File: config.mk
export PLATFORM = sky130hd
export DESIGN_NAME = req_ack_arbiter_flat
export DESIGN_NICKNAME = d
export VERILOG_FILES = /design/src/rtl/req_ack_arbiter_if.sv /design/src/rtl/req_ack_arbiter.sv /design/src/flat_wrapper.sv
export SDC_FILE = /design/constraint.sdc
export NUM_CORES = 1
export LEC_CHECK = 0
export CAP_MARGIN = 20
export CORE_MARGIN = 1
export CORE_UTILIZATION = 40
export DETAILED_ROUTE_END_ITERATION = 8
export PLACE_DENSITY = 0.62
export SYNTH_ARGS = -nofsm -noshare
export SYNTH_HDL_FRONTEND = slang
export SYNTH_SLANG_ARGS = --single-unit
File: constraint.sdc
create_clock -name clk -period 4.7 [get_ports clk]
set_input_delay 1.175 -clock clk [delete_from_list [all_inputs] [get_ports clk]]
set_output_delay 1.175 -clock clk [all_outputs]
set_load 0.005 [all_outputs]
File: src/rtl/req_ack_arbiter_if.sv
// Handshake bundle between requesters, the round-robin arbiter and the shared resource.
// The master modport is the arbiter side; slave is the requester/resource side.
interface req_ack_arbiter_if #(
    parameter int N_REQ = 4
);
    localparam int IDW = $clog2(N_REQ);

    logic [N_REQ-1:0] req;
    logic [N_REQ-1:0] gnt;
    logic [N_REQ-1:0] done;
    logic             res_req;
    logic             res_ack;
    logic             timeout_err;
    logic [IDW-1:0]   err_id;
    logic             busy;

    modport master (
        input  req, res_ack,
        output gnt, done, res_req, timeout_err, err_id, busy
    );

    modport slave (
        output req, res_ack,
        input  gnt, done, res_req, timeout_err, err_id, busy
    );
endinterface

File: src/rtl/req_ack_arbiter.sv
// Round-robin arbiter granting one requester at a time access to a shared resource
// through a 4-phase res_req/res_ack handshake with a wait timeout.
//
// state    | meaning
// IDLE     | no grant; arbitrate among pending requests
// WAIT_ACK | res_req high, waiting for res_ack or timeout
// RELEASE  | handshake over, hold gnt until winner and resource both drop
module req_ack_arbiter #(
    parameter int N_REQ   = 4,
    parameter int TIMEOUT = 16
) (
    input  logic              clk,
    input  logic              rst_n,
    req_ack_arbiter_if.master bus
);
    localparam int IDW = $clog2(N_REQ);
    localparam int CW  = $clog2(TIMEOUT) + 1;

    typedef enum logic [1:0] {IDLE, WAIT_ACK, RELEASE} state_t;

    state_t           state, state_d;
    logic [IDW-1:0]   winner, winner_d;
    logic [IDW-1:0]   last_winner, last_winner_d;
    logic [IDW-1:0]   err_id_q, err_id_d;
    logic [CW-1:0]    cnt, cnt_d;
    logic [N_REQ-1:0] gnt_q, gnt_d;
    logic [N_REQ-1:0] done_q, done_d;
    logic             res_req_q, res_req_d;
    logic             tmo_q, tmo_d;
    logic             busy_q, busy_d;
    logic [IDW-1:0]   pick;
    logic             found;

    // Search starts just past the previous winner so every requester gets a turn.
    always_comb begin
        int             idx;
        logic [IDW-1:0] idx_w;
        pick  = '0;
        found = 1'b0;
        idx   = 0;
        idx_w = '0;
        for (int i = 1; i <= N_REQ; i++) begin
            idx   = (int'(last_winner) + i) % N_REQ;
            idx_w = IDW'(idx);
            if (!found && bus.req[idx_w]) begin
                found = 1'b1;
                pick  = idx_w;
            end
        end
    end

    always_comb begin
        state_d       = state;
        winner_d      = winner;
        last_winner_d = last_winner;
        err_id_d      = err_id_q;
        cnt_d         = cnt;
        gnt_d         = gnt_q;
        done_d        = '0;
        res_req_d     = res_req_q;
        tmo_d         = 1'b0;
        busy_d        = busy_q;
        case (state)
            IDLE: begin
                if (found) begin
                    winner_d  = pick;
                    gnt_d     = N_REQ'(1) << pick;
                    res_req_d = 1'b1;
                    busy_d    = 1'b1;
                    cnt_d     = '0;
                    state_d   = WAIT_ACK;
                end
            end
            WAIT_ACK: begin
                // An ack arriving on the last allowed cycle still counts as success.
                if (bus.res_ack) begin
                    res_req_d = 1'b0;
                    done_d    = N_REQ'(1) << winner;
                    state_d   = RELEASE;
                end else if (cnt == CW'(TIMEOUT - 1)) begin
                    res_req_d = 1'b0;
                    tmo_d     = 1'b1;
                    err_id_d  = winner;
                    state_d   = RELEASE;
                end else begin
                    cnt_d = cnt + CW'(1);
                end
            end
            RELEASE: begin
                if (!bus.req[winner] && !bus.res_ack) begin
                    gnt_d         = '0;
                    busy_d        = 1'b0;
                    last_winner_d = winner;
                    state_d       = IDLE;
                end
            end
            default: state_d = IDLE;
        endcase
    end

    always_ff @(posedge clk) begin
        if (!rst_n) begin
            state       <= IDLE;
            winner      <= '0;
            last_winner <= IDW'(N_REQ - 1);
            err_id_q    <= '0;
            cnt         <= '0;
            gnt_q       <= '0;
            done_q      <= '0;
            res_req_q   <= 1'b0;
            tmo_q       <= 1'b0;
            busy_q      <= 1'b0;
        end else begin
            state       <= state_d;
            winner      <= winner_d;
            last_winner <= last_winner_d;
            err_id_q    <= err_id_d;
            cnt         <= cnt_d;
            gnt_q       <= gnt_d;
            done_q      <= done_d;
            res_req_q   <= res_req_d;
            tmo_q       <= tmo_d;
            busy_q      <= busy_d;
        end
    end

    assign bus.gnt         = gnt_q;
    assign bus.done        = done_q;
    assign bus.res_req     = res_req_q;
    assign bus.timeout_err = tmo_q;
    assign bus.err_id      = err_id_q;
    assign bus.busy        = busy_q;
endmodule

File: src/flat_wrapper.sv
// flat-port wrapper written by rule: the top's interface ports become plain ports
module req_ack_arbiter_flat 
#(
    parameter int N_REQ   = 4,
    parameter int TIMEOUT = 16
)
  (clk, rst_n, bus_req, bus_res_ack, bus_gnt, bus_done, bus_res_req, bus_timeout_err, bus_err_id, bus_busy);
  req_ack_arbiter_if #(.N_REQ(N_REQ)) bus_i ();
  input  logic clk;
  input  logic rst_n;
  input wire logic [$bits(bus_i.req)-1:0] bus_req;
  input wire logic [$bits(bus_i.res_ack)-1:0] bus_res_ack;
  output wire logic [$bits(bus_i.gnt)-1:0] bus_gnt;
  output wire logic [$bits(bus_i.done)-1:0] bus_done;
  output wire logic [$bits(bus_i.res_req)-1:0] bus_res_req;
  output wire logic [$bits(bus_i.timeout_err)-1:0] bus_timeout_err;
  output wire logic [$bits(bus_i.err_id)-1:0] bus_err_id;
  output wire logic [$bits(bus_i.busy)-1:0] bus_busy;
  assign bus_i.req = bus_req;
  assign bus_i.res_ack = bus_res_ack;
  assign bus_gnt = bus_i.gnt;
  assign bus_done = bus_i.done;
  assign bus_res_req = bus_i.res_req;
  assign bus_timeout_err = bus_i.timeout_err;
  assign bus_err_id = bus_i.err_id;
  assign bus_busy = bus_i.busy;
  req_ack_arbiter #(.N_REQ(N_REQ), .TIMEOUT(TIMEOUT)) u_core (.clk(clk), .rst_n(rst_n), .bus(bus_i));
endmodule
==> impl_metrics.tcl <==
set metrics [dict create \
    outcome "complete, but fails checks" \
    failed_checks "design-rule violations" \
    clock-skew-final_ns 0.01063 \
    groute.usage.overall_pct 15.79 \
    post_drt_wl_per_cell_um 13.31 \
    dp.cells 176 \
    fp.coreArea_um2 2853 \
    clock_tree_from_tritoncts "done" \
    cp_max_fo 25 \
    postCtsSetupBuffers 0 \
    grt_pass1_wl_mm 4.050 \
    grt-busiest-layer "met2" \
    period_share_pct 54.50 \
    critical_path_type "primary input to flip-flop" \
    total_switching_power_uw 117.3 \
    drt_iter0_drc 39 \
    postRouteWirelength_mm 2.396 \
    post-route-cell-area_um2 1454 \
    synth_warn 0 \
    final_hold_viol_count 0 \
    grt_util_met1_pct 20.45 \
    path_clk_slew_ns 0.13 \
    cts_num_sinks 24 \
    placementRows 19 \
    worstHoldPathType "flip-flop to flip-flop" \
    post-route-drc-count 1 \
    net_count_after_synthesis 145 \
    most-common-layout-cells "dfxtp_1 (24), clkdlybuf4s50_1 (19), nand2_1 (10)" \
    post_layout_util_pct 50.96 \
    required_ns 4.97 \
    synth_sequential_area_ratio_pct 38.48 \
    latest_clock_arrival_within_the_worst_skew_pair_ns 0.31 \
    maxCapViolCount 0 \
    synth.distinct_cells 48 \
    gpl.final_weighted_congestion 0.7250 \
    ctsHtreeMaxLevel 1 \
    grt_max_degree 26 \
    report.final.setup_viol 0 \
    area_growth_syn_to_fin_pct 16.43 \
    rsz0062_at_grt "false" \
    clock_buffer_count_from_cts 3 \
    layout.area.seq_um2 480.5 \
    slew-limit-headroom_pct 46.14 \
    antenna_violations_before_repair 0 \
    worst-slew-pin-transition_ns 0.8053 \
    drt-pass1-iter-count 6 \
    port_buffers 19 \
    die_height_um 57.87 \
    layout-drive-gt1-share_pct 9.396 \
    setup-tns-final_ns 0 \
    report.power.total_uw 460.3 \
    layout.filler_cells 291 \
    share_seq_of_total_power_pct 50.4 \
    power_switching_share_pct 25.48 \
    syn_inst 136 \
    vias_in_the_first_global_route 939 \
    final_antenna_net_count 0 \
    die_width_um 57.87 \
    post_synthesis_instance_area_um2 1249 \
    setup.worst_path.end_class "flip-flop" \
    antennaDiodeCount 0 \
    route.vias.total 982 \
    achievable-frequency_mhz 390.4 \
    synth_edf_count 0 \
    footprint_of_the_multi_input_gates_um2 673.1 \
    met2_usage_pct 25.78 \
    clock_power_share_pct 31.8 \
    power.leakage_nw 0.5274 \
    dpl-instance-area_um2 1401 \
    dieArea_um2 3349 \
    dp.final_hpwl_mm 1.676 \
    period_needed_ns 2.561 \
    root_buffer "clkbuf_4" \
    async_reset_ff_share_pct 0 \
    hold_buffers 0 \
    synth_flop_cell "dfxtp_1" \
    critPathArrivalTime_ns 2.83 \
    regToRegSetupSlack_ns 2.93 \
    final_nets 159 \
    clock_path_buffers 2 \
    internal_power_uw 343.0 \
    yosys_register_bits 24 \
    post_cts.resized_instances 0 \
    ios 20 \
    slew_viol_final 0 \
    gr-total-overflow 0 \
    post_layout_instance_count_excluding_filler_cells 180 \
    gr-usage-met3_pct 5.357 \
    vdd_drop_max_uv 277.7 \
    start_util_pct 43.77 \
    layout.cells.most_common "dfxtp_1" \
    viasPerCell 5.456 \
    worst_setup_path_start_kind "primary input" \
    combinationalPowerShare_pct 17.8 \
    syn_area_per_cell_um2 9.182 \
    cellPowerDensity_nw_per_um2 316.6 \
]
[logic make-up after synthesis]
| group | count (synthesis) | share of synthesized area [%] |
|---|---|---|
| buffers and inverters | 15 | 7.615 |
| DFF | 24 | 38.48 |
| adders and majority gates | 2 | 2.004 |
| muxes | 8 | 6.413 |
| xor gates and xnor gates | 3 | 2.105 |
| AOI/OAI and AO/OA | 32 | 17.13 |
| and+or+nand+nor | 52 | 26.25 |
[worst max-delay path, stage by stage]
cell             delay (ns)
clkdlybuf4s50_1        0.99
nand2_1                0.19
or3_1                  0.38
nor2_1                 0.09
[state kept, by name, indices dropped and copies added (netlist names)]
signal and flops:
u_core.cnt 5, u_core.bus.gnt 4, u_core.bus.err_id 2, u_core.last_winner 2
u_core.winner 2, u_core.state 2, u_core.bus.res_req 1, u_core.bus.done 4
u_core.bus.busy 1, u_core.bus.timeout_err 1
[cell usage after synthesis, types with 2 or more instances]
master | count | area [µm²]
a21boi_0 | 2 | 15.01
a21oi_1 | 6 | 30.03
buf_2 | 2 | 10.01
buf_6 | 2 | 22.52
clkbuf_2 | 2 | 10.01
dfxtp_1 | 24 | 480.5
ha_1 | 2 | 25.02
inv_1 | 5 | 18.77
mux2i_1 | 8 | 80.08
nand2_1 | 10 | 37.54
nand3_1 | 6 | 30.03
nand4_1 | 3 | 18.77
nor2_1 | 8 | 30.03
nor2b_1 | 8 | 50.05
nor4_1 | 2 | 12.51
o211ai_1 | 2 | 15.01
o21a_1 | 2 | 15.01
o21ai_0 | 5 | 25.02
o21ai_1 | 2 | 10.01
o21bai_1 | 2 | 15.01
o22ai_1 | 4 | 25.02
or3_1 | 2 | 12.51
xor2_1 | 2 | 17.52
[power groups by stage]
stage | logic, mW | registers, mW | clock network [mW]
detailed placement | 0.0822 | 0.236 | 0
CTS | 0.0830 | 0.232 | 0.151
finish | 0.0819 | 0.232 | 0.146
floorplan | 0.0665 | 0.227 | 0
global route | 0.0912 | 0.234 | 0.158
global placement | 0.0820 | 0.236 | 0
[per-layer routing]
metal / routed length, µm / vias up
li1: - / 508
met1: 1223 / 452
met2: 1050 / 20
met3: 106 / 2
met4: 16 / 0
met5: 0 / -
[metrics by stage]
step	hold slack, ns	setup WS [ns]
final	0.4733	2.139
after global routing	0.4926	2.017
after CTS	0.4735	2.122
after detailed placement	0.4556	1.795
after global placement	0.4469	1.796
after floorplan	0.4347	2.473
[cell type report]
| class | instances | area share, % |
|---|---|---|
| multi-input combinational | 97 | 46.30 |
| sequential | 24 | 33.05 |
| timing repair buffer | 19 | 13.08 |
| tap | 31 | 2.668 |
| clock inverter | 1 | 2.065 |
| clock buffer | 3 | 1.549 |
| inverter | 5 | 1.291 |
[final timing paths]
path,from,end,cells past startpoint
hold reg to reg,u_core.cnt[4],u_core.cnt[4],2
setup reg to reg,u_core.cnt[0],u_core.cnt[3],7
setup / recovery,rst_n,u_core.bus.done[3],4
hold / removal,u_core.cnt[4],u_core.cnt[4],2
Power figures use the tool's default switching activity.
